==> config.mk <==
export PLATFORM = sky130hd
export DESIGN_NAME = keycode_lock_fsm
export DESIGN_NICKNAME = d
export VERILOG_FILES = /design/src/rtl/keycode_lock_fsm.sv
export SDC_FILE = /design/constraint.sdc
export NUM_CORES = 1
export LEC_CHECK = 0
export BUFFER_PORTS_ARGS = -buffer_cell sky130_fd_sc_hd__buf_2
export CAP_MARGIN = 20
export CORE_MARGIN = 1.5
export CORE_UTILIZATION = 30
export CTS_BUF_LIST = sky130_fd_sc_hd__clkbuf_8
export CTS_CLUSTER_SIZE = 16
export DETAILED_ROUTE_END_ITERATION = 10
export PLACE_DENSITY = 0.55
export SYNTH_ARGS = -nofsm -noshare
export SYNTH_HDL_FRONTEND = slang
export SYNTH_SLANG_ARGS = --single-unit
==> constraint.sdc <==
create_clock -name clk -period 2.5 [get_ports clk]
set_input_delay 0.5 -clock clk [delete_from_list [all_inputs] [get_ports clk]]
set_output_delay 0.5 -clock clk [all_outputs]
set_load 0.03 [all_outputs]
==> src/rtl/keycode_lock_fsm.sv <==
// Passcode checker for the 2-button key encoder: compares each completed keycode
// against PASSCODE, counts misses toward a timed lockout, and auto-relocks after unlocking.
module keycode_lock_fsm #(
  parameter logic [3:0] PASSCODE       = 4'b1010,
  parameter int         MAX_TRIES      = 3,
  parameter int         UNLOCK_CYCLES  = 8,
  parameter int         LOCKOUT_CYCLES = 16,
  parameter int         CNT_W          = 16
) (
  input  logic       clk,
  input  logic       nrst,
  input  logic [3:0] keycode,
  input  logic       move_on,
  output logic       unlocked,
  output logic       locked_out,
  output logic       match_pulse,
  output logic       fail_pulse,
  output logic [3:0] tries_left,
  output logic [1:0] state_dbg
);

  // move_on is a one-cycle qualifier with no back-pressure: keycode is consumed
  // only on cycles where move_on=1, and every such cycle is acted on (or dropped in LOCKOUT).
  typedef enum logic [1:0] {
    ST_LOCKED  = 2'd0,
    ST_OPEN    = 2'd1,
    ST_LOCKOUT = 2'd2
  } state_e;

  localparam logic [CNT_W-1:0] UNLOCK_LOAD  = CNT_W'(UNLOCK_CYCLES - 1);
  localparam logic [CNT_W-1:0] LOCKOUT_LOAD = CNT_W'(LOCKOUT_CYCLES - 1);
  localparam logic [CNT_W-1:0] TIMER_ONE    = CNT_W'(1);
  localparam logic [3:0]       MAX_T        = 4'(MAX_TRIES);

  state_e           state_q, state_d;
  logic [3:0]       fail_cnt_q, fail_cnt_d;
  logic [CNT_W-1:0] timer_q, timer_d;
  logic             unlocked_q, unlocked_d;
  logic             locked_out_q, locked_out_d;
  logic             match_pulse_q, match_pulse_d;
  logic             fail_pulse_q, fail_pulse_d;
  logic [3:0]       tries_left_q, tries_left_d;
  logic             last_try;

  // True when the miss being counted now is the one that reaches MAX_TRIES.
  assign last_try = ({1'b0, fail_cnt_q} + 5'd1) >= {1'b0, MAX_T};

  always_comb begin
    state_d       = state_q;
    fail_cnt_d    = fail_cnt_q;
    timer_d       = '0;
    match_pulse_d = 1'b0;
    fail_pulse_d  = 1'b0;
    case (state_q)
      ST_LOCKED: begin
        if (move_on) begin
          if (keycode == PASSCODE) begin
            state_d       = ST_OPEN;
            timer_d       = UNLOCK_LOAD;
            fail_cnt_d    = 4'd0;
            match_pulse_d = 1'b1;
          end else if (last_try) begin
            state_d      = ST_LOCKOUT;
            timer_d      = LOCKOUT_LOAD;
            fail_cnt_d   = 4'd0;
            fail_pulse_d = 1'b1;
          end else begin
            fail_cnt_d   = fail_cnt_q + 4'd1;
            fail_pulse_d = 1'b1;
          end
        end
      end
      ST_OPEN: begin
        if (move_on || timer_q == '0) begin
          state_d = ST_LOCKED;
        end else begin
          timer_d = timer_q - TIMER_ONE;
        end
      end
      ST_LOCKOUT: begin
        if (timer_q == '0) begin
          state_d    = ST_LOCKED;
          fail_cnt_d = 4'd0;
        end else begin
          timer_d = timer_q - TIMER_ONE;
        end
      end
      default: begin
        state_d    = ST_LOCKED;
        fail_cnt_d = 4'd0;
      end
    endcase

    // Outputs are decoded from the next state so they change on the same edge.
    unlocked_d   = (state_d == ST_OPEN);
    locked_out_d = (state_d == ST_LOCKOUT);
    case (state_d)
      ST_LOCKED:  tries_left_d = MAX_T - fail_cnt_d;
      ST_OPEN:    tries_left_d = MAX_T;
      default:    tries_left_d = 4'd0;
    endcase
  end

  always_ff @(posedge clk or negedge nrst) begin
    if (!nrst) begin
      state_q       <= ST_LOCKED;
      fail_cnt_q    <= 4'd0;
      timer_q       <= '0;
      unlocked_q    <= 1'b0;
      locked_out_q  <= 1'b0;
      match_pulse_q <= 1'b0;
      fail_pulse_q  <= 1'b0;
      tries_left_q  <= MAX_T;
    end else begin
      state_q       <= state_d;
      fail_cnt_q    <= fail_cnt_d;
      timer_q       <= timer_d;
      unlocked_q    <= unlocked_d;
      locked_out_q  <= locked_out_d;
      match_pulse_q <= match_pulse_d;
      fail_pulse_q  <= fail_pulse_d;
      tries_left_q  <= tries_left_d;
    end
  end

  assign unlocked    = unlocked_q;
  assign locked_out  = locked_out_q;
  assign match_pulse = match_pulse_q;
  assign fail_pulse  = fail_pulse_q;
  assign tries_left  = tries_left_q;
  assign state_dbg   = state_q;

endmodule

======== After elaboration in Yosys (flattened, before gate mapping) ========
Cells that the tools add are included.
storage, ports and cells
  flip-flop bits (word level) ............. 30
  output and inout bits ................... 10
  word-level logic and storage cells ...... 46
  bits of input ports ..................... 7
cells by class
  mux-type cells .......................... 24
  reduce and logical (&&, ||, !) cells .... 4
  equality and inequality tests ........... 5
  add/subtract/negate cells ............... 4
  $lt $le $gt $ge ......................... 1
operators with widths
  operator                 number
  $pmux W16 S3             1
  $mux W16                 2
  $mux W4                  7
  $logic_not A16 Y1        1
  $sub A16 B1 Y16 const B  1
  $pmux W4 S3              1
  $mux W2                  5
  $pmux W4 S2              1
  $mux W1                  6
  $pmux W2 S3              1
  $add A4 B1 Y5 const B    1
  $ge A5 B2 Y1 const B     1
  $add A4 B1 Y4 const B    1
  $eq A2 B1 Y1 const B     2
  $eq A2 B2 Y1 const B     2
  $eq A4 B4 Y1 const B     1
  $logic_not A2 Y1         2
  $sub A2 B4 Y4 const A    1
  $logic_or A1 B1 Y1       1

======== Logic depth before layout (Yosys ltp) ========
Gate-level depths: netlist (run 1).
  word-level depth ........................ 8
  depth in mapped cells ................... 7
  depth with buffers taken out ............ 6

======== Worst setup path before layout (run 1) ========
No wires, ideal clock.
  path kind ............................... reg-to-reg
  start point ............................. reg timer_q[4]
  end point ............................... reg timer_q[13]
  cell stages (with the launch flop) ...... 6
  clock period less this slack ............ 2038 ps
  data required time ...................... 2427 ps
  arrival ................................. 1964 ps
  slack ................................... 462 ps
  path through ............................ dfrtp_1 > or4_1 > buf_2 > or3_4 > or4_4 > a21oi_2
between the ends
  cells in the longest elaborated chain, start to end .. 4
  elaborated cells between the ends (all ways) .. 6
  those cells by class .................... add/sub: 1; mux: 3; reduce/logical: 2
RTL lines
  item                                                                     line  source
  from (decl)                                                              37    logic [CNT_W-1:0] timer_q, timer_d;
  from (signal assigned)                                                   117   timer_q <= timer_d;
  parallel branches: the longest is 3 deep, another holds $sub A16 B1 Y16  -
  $pmux W16 S3 *                                                           54    case (state_q)
  via timer_d[13]                                                          37
Mark *: on every way through the listed nets, which the timed path passes.

======== Worst setup path in the final report (run 1) ========
Same ends and word-level chain as after synthesis.

==> results.md, run 1 <==
* Run status: finished clean
* FFs w/ async S/R, synth at 100%
* Drt wl/cell at 13.1 um
* Vias in the first global route at 1185
* Maxcap violations at 0
* Req. time, crit path at 2710 ps
* Max Used Layer: met4
* Post-Syn Area per Cell at 10.2 um^2
* Via count at 1122
* Root Buffer: clkbuf_8
* Crit end category: flop
* Initial drt markers at 68
* Share of cells above drive strength 1 at 19.9%
* Routed WL at 3060 um
* CP bufs+invs at 0
* CTS clk-pin slew, worst paths at 60 ps
* Seq/Total Area, Yosys at 50.3%
* Via density at 4.82
* #FFs+latches synth at 30
* Final setup violation count at 0
* R2r startpoint: timer_q[4]
* Peak VDD IR at 0.516 mV
* Hold Path Class: input pin to async pin
* Hold Violations, Final at 0
* R2R Setup Slk at 350 ps
* Power Density at 1330 nW/um^2
* Number of nets still failing antenna checks after routing at 0
* Synth Flop Type: dfrtp_1
* Cells on worst reg2reg path at 4
* Kind of critical path: flop to flop
* Clk_skew at 2.87 ps
* Final TNS setup at 0 ps
* Die Ht at 73.6 um
* DR WL met2 at 1470 um
* PortBufs at 16
* Fin crit share at 86.0%
* Drt drc at 0
* Io pins at 17
* Antenna cells at 0
* Max Slew Vio Count at 0
* Worst slew pin tran at 662 ps
* Cts hold-fix bufs at 0
* Nets at 176
* Synthesized area at 1500 um^2
* Die footprint at 5420 um^2
* Final instance area at 1790 um^2
* DP Area at 1640 um^2
* Total CTS buffers at 5
* GRT Total Usage at 13.2%
* Area grow syn2layout at 19.3%
* Max Freq at 465 MHz
* Worst Hold Slack at 249 ps
* Filler Cell Count at 500
* Critical R2R Capture: timer_q[13]
* Type of origin of the critical path: flop
* Crit path max-delay cell type: or4_1
* Most common cell after layout, fill and taps aside: dfrtp_1
* DP Wirelength at 2210 um
* Row Count at 25
* Post-CTS setup buffer count at 0
* Syn Inst Count at 147
* First-pass GRT wire length at 5410 um
* Leak at 0.833 nW
* Yosys cell types at 38
* H-tree Lvls at 2
* Yosys warnings at 0
* Core area at 4750 um^2
* Clk sinks at 30
* EDFF count, synth at 0
* RSZ-0062 raised after global routing: no
* Post-cts sizing count at 0
* Met3 WL at 100 um
* Maximum buffer depth of the clock tree at 2
* DR pass1 iterations at 4
* Antenna violations before repair at 0
* Clk Latency, worst-skew pair at 280 ps
* Routability cong. at 0.778
* Crit path time final at 2150 ps
* Die W at 73.6 um
* Slew HR at 55.9%
* Initial Utilization at 31.5%
* CP arrival at 2360 ps
* Largest net degree at the start of global routing at 31
* CTS tree: yes
* Syn nets at 158
* Grt ovf at 0
* Worst-path fanout max at 7
* Critical-path cell list: or4_1, or3_4, or4_4, a21oi_2
* Wire length on met1 at 1440 um
* CP peak stage delay at 660 ps
* Top delay family on crit path: simple AND/OR/NAND/NOR gates
* Most frequent cells in the layout: dfrtp_1 (28), buf_2 (16), nor2_1 (10)
[Yosys cell counts, drive strengths merged (2+ instances only)]
library cell	instances	area, um^2
nand2	8	30.0
or2	3	18.8
or4	4	33.8
xor2	4	35.0
nor2b	7	43.8
or3	10	67.6
nand2b	2	12.5
inv	8	30.0
nor3	5	25.0
dfrtp	28	701
xnor2	7	61.3
clkbuf	4	15.0
o21ai	3	15.0
o21bai	4	30.0
o2bb2ai	2	17.5
o31ai	3	22.5
ha	4	50.1
buf	2	10.0
nor4	5	31.3
a21oi	9	48.8
nor2	10	37.5
nor3b	2	15.0
dfstp	2	52.6
[stage by stage]
| step | cells | setup slack, ps | utilization (%) | power, mW |
|---|---|---|---|---|
| floorplan | 147 | 462 | - | 1.54 |
| global placement | 225 | 414 | 34.6 | 1.74 |
| detailed placement | 225 | 361 | 34.6 | 1.77 |
| CTS | 233 | 354 | 37.6 | 2.40 |
| global route | 233 | 256 | 37.6 | 2.56 |
| finish | 233 | 349 | 37.6 | 2.37 |
[state kept, by name (all words and copies together), names as in the netlist]
signal	flops
timer_q	16
fail_cnt_q	4
tries_left	4
state_dbg	2
fail_pulse	1
locked_out	1
match_pulse	1
unlocked	1
[per-layer routing]
metal	GRT usage (%)	up-vias
met5	0	-
li1	-	554
met2	21.4	19
met3	4.25	5
met4	5.56	0
met1	16.2	544
[power by group]
part | switching, mW | internal (mW)
logic | 0.566 | 0.411
clock network | 0.184 | 0.425
registers | 0.147 | 0.638
total | 0.898 | 1.47
[kinds of logic (layout without fill, tap and decap cells)]
group	Yosys count	in the layout	share of synthesized area, %
compound gates	26	26	11.7
xor+xnor	11	11	6.44
fa+ha+maj	4	4	3.34
buf+inv	14	33	3.68
simple gates	62	62	24.5
flops	30	30	50.3
[worst reg2reg max path, delay by kind of cell (launching register included)]
| kind | cells | cell delay (ps) |
|---|---|---|
| flops | 1 | 410 |
| simple gates | 3 | 1530 |
| compound gates | 1 | 140 |
[final cells by class]
cell class                      instances  area, um^2  area share [%]
Clock inverter                          2        60.1            3.36
Clock buffer                            6        82.6            4.63
Timing Repair Buffer                   17        87.6            4.91
Multi-Input combinational cell        103         688            38.5
Sequential cell                        30         753            42.2
Inverter                                8        30.0            1.68
Tap cell                               67        83.8            4.70
[worst max-delay path by stage]
stage                          start     endpoint  slack (ps)  cells after the start
final                     timer_q[4]  timer_q[13]         350                      4
after global routing      timer_q[4]  timer_q[13]         260                      4
after CTS                 timer_q[4]  timer_q[13]         350                      4
after detailed placement  timer_q[4]  timer_q[13]         360                      4
after global placement    timer_q[4]  timer_q[13]         410                      4
after floorplan           timer_q[4]  timer_q[13]         460                      5
(Power assumes the default switching activity.)
==> run 2: changes to the inputs <==
ABC_AREA = 1   (was unset)
PLACE_DENSITY = unset   (was 0.55)
==> results.md, run 2 <==
* Crit end category: flop
* Syn nets at 199 (+26%)
* Max reg flops at 16 (unchanged)
* Root Buffer: clkbuf_8
* Max Freq at 614 MHz (+32%)
* Synth top area share at 43.8% (-3.1 points)
* Die footprint at 5790 um^2 (+6.7%)
* Hold Violations, Final at 0 (unchanged)
* Clk Latency, worst-skew pair at 290 ps (about the same)
* Routability cong. at 0.802 (+3.0%)
* Slew HR at 55.6% (-0.26 points)
* Drt drc at 0 (unchanged)
* R2r startpoint: fail_cnt_q[0]
* Pre-CTS WS at 876 ps (+515 ps)
* Share of cells above drive strength 1 at 26.1% (+6.2 points)
* Post-layout util at 36.1% (-1.5 points)
* Final TNS setup at 0 ps (unchanged)
* Setup crit start: fail_cnt_q[0]
* Die W at 76.1 um (+3.3%)
* Area contributors post-synth: dfrtp_1 (44%), nand2_1 (8.4%), nor2_1 (6.3%), xor2_1 (4.9%), inv_1 (4.5%)
* Final instance area at 1850 um^2 (+3.8%)
* Top cell type by total area after synthesis: dfrtp_1
* Worst-path fanout max at 7 (unchanged)
* Drt wl/cell at 10.5 um (-20%)
* Syn Inst Count at 188 (+28%)
* Vias in the first global route at 1186 (+0.084%)
* Core area at 5140 um^2 (+8.1%)
* Area grow syn2layout at 15.7%
* Routed WL at 2960 um (-3.1%)
* Final worst slack at 872 ps (+523 ps)
* Total CTS buffers at 5 (unchanged)
* Largest Register: timer_q
* Pwr Total at 2.36 mW (-0.62%)
* Antenna cells at 0 (unchanged)
* Io pins at 17 (unchanged)
* Multi-input logic area at 754 um^2 (+9.6%)
* Post-Syn Area per Cell at 8.52 um^2 (-16%)
* Leak at 0.956 nW (+15%)
* Maxcap violations at 0 (unchanged)
* CP arrival at 1770 ps (-590 ps)
* Row Count at 26 (+4.0%)
* Critical R2R Capture: timer_q[2]
* RSZ-0062 raised after global routing: no
* Largest net degree at the start of global routing at 31 (unchanged)
* First-pass GRT wire length at 5210 um (-3.7%)
* Crit path time final at 1630 ps (-523 ps)
* DR pass1 iterations at 4 (unchanged)
* Seq. cell area at 753 um^2 (unchanged)
* Peak VDD IR at 0.511 mV (-0.96%)
* Cells on worst reg2reg path at 7 (+3)
* Yosys warnings at 0 (unchanged)
* Hold Path Class: input pin to async pin
* Power Density at 1270 nW/um^2 (-4.2%)
* Seq/Total Area, Yosys at 47.0% (-3.3 points)
* Final setup violation count at 0 (unchanged)
* Initial Utilization at 31.2% (-0.31 points)
* Most frequent cells in the layout: nand2_1 (36), dfrtp_1 (28), nor2_1 (27)
* Via count at 1194 (+6.4%)
* GRT Total Usage at 11.5% (-1.7 points)
* Worst Hold Slack at 237 ps (-12.0 ps)
* Synthesized area at 1600 um^2 (+7.0%)
* #FFs+latches synth at 30 (unchanged)
* Synth Flop Type: dfrtp_1
* Critical-path cell list: inv_1, ha_1, o21ai_1, nor2_2, nand2_1, a31oi_1, o21ai_0
* Grt ovf at 0 (unchanged)
* Post-cts sizing count at 0 (unchanged)
* Antenna violations before repair at 0 (unchanged)
* Crit path max-delay cell type: dfrtp_1
* Fin crit share at 65.1% (-21 points)
* Worst slew pin tran at 666 ps (+3.86 ps)
* CP peak stage delay at 450 ps (-210 ps)
* Req. time, crit path at 2640 ps (-70 ps)
* Most common cell after layout, fill and taps aside: nand2_1
* Post-CTS setup buffer count at 0 (unchanged)
* Via density at 4.25 (-12%)
* Clk sinks at 30 (unchanged)
* Type of origin of the critical path: flop
* H-tree Lvls at 2 (unchanged)
* Filler Cell Count at 561 (+12%)
* Number of nets still failing antenna checks after routing at 0 (unchanged)
* Die Ht at 76.1 um (+3.3%)
* Cts hold-fix bufs at 0 (unchanged)
* Inst Count DP at 273 (+21%)
* DP Area at 1760 um^2 (+7.2%)
* Final std cells w/o fill at 281 (+21%)
* DP Wirelength at 2170 um (-1.5%)
* Run status: finished clean
* Yosys cell types at 24 (-37%)
* FFs w/ async S/R, synth at 100% (unchanged)
* Most frequent cell after synthesis: nand2_1
* Clk_skew at 2.39 ps (-0.477 ps)
* EDFF count, synth at 0 (unchanged)
* CTS clk-pin slew, worst paths at 60 ps (about the same)
* Synth top cells by count: nand2_1 (36), dfrtp_1 (28), nor2_1 (27)
* CTS tree: yes
* Nets at 221 (+26%)
* R2R Setup Slk at 870 ps (+520 ps)
* PortBufs at 16 (unchanged)
* Critical path endpoint: timer_q[2]
* Max Slew Vio Count at 0 (unchanged)
* Maximum buffer depth of the clock tree at 2 (unchanged)
* Kind of critical path: flop to flop
* Initial drt markers at 64 (-5.9%)
run 2: changes by cell type after synthesis, moves of 7 or more:
cell / previous run / this run
a21oi_1: 8 / 1
inv_1: 8 / 19
nand2_1: 8 / 36
nand3_1: 0 / 12
nor2_1: 10 / 27
nor2_2: 0 / 11
nor2b_1: 7 / 0
or3_1: 9 / 0
run 2: per-layer routing:
metal | routed length (um) | up-vias | global-route usage, %
met5 | 0 | - | 0
met4 | 128 | 0 | 9.44
met3 | 94 | 12 | 2.51
met2 | 1390 | 20 | 18.0
met1 | 1350 | 539 | 13.4
li1 | - | 623 | -
run 2: area by class of cell:
cell class                 count  share of cell area, %
sequential                    30                   40.6
multi-input combinational    134                   40.7
clock buffer                   6                   4.46
clock inverter                 2                  0.473
timing repair buffer          16                   4.32
inverter                      23                   4.66
tap                           70                   4.73
run 2: kinds of logic (layout without fill, tap and decap cells):
family | after synthesis | in the layout | synth area share [%]
simple gates | 107 | 107 | 33.7
fa+ha+maj | 4 | 4 | 3.13
compound gates | 11 | 11 | 3.75
buf+inv | 24 | 47 | 5.86
xor+xnor | 12 | 12 | 6.56
flops | 30 | 30 | 47.0
run 2: report_power, final:
part           switching (mW)  internal, mW  leakage (nW)
Combinational           0.743         0.412         0.511
Sequential              0.142         0.657         0.392
Clock                   0.186         0.218        0.0524
run 2: worst min path at each step:
stage          cells after the start       endpoint        from
2_1_floorplan                      0  fail_cnt_q[0]        nrst
3_3_place_gp                       1     timer_q[0]  timer_q[0]
3_5_place_dp                       1     timer_q[0]  timer_q[0]
4_1_cts                            1  tries_left[3]        nrst
5_1_grt                            1    timer_q[15]        nrst
6_report                           1  tries_left[3]        nrst
run 2: worst max-delay path, delay by kind of cell (launching register included):
| family | cells | cell delay (ps) |
|---|---|---|
| simple gates | 2 | 240 |
| flops | 1 | 450 |
| fa+ha+maj | 1 | 310 |
| compound gates | 3 | 410 |
| buf+inv | 1 | 70 |
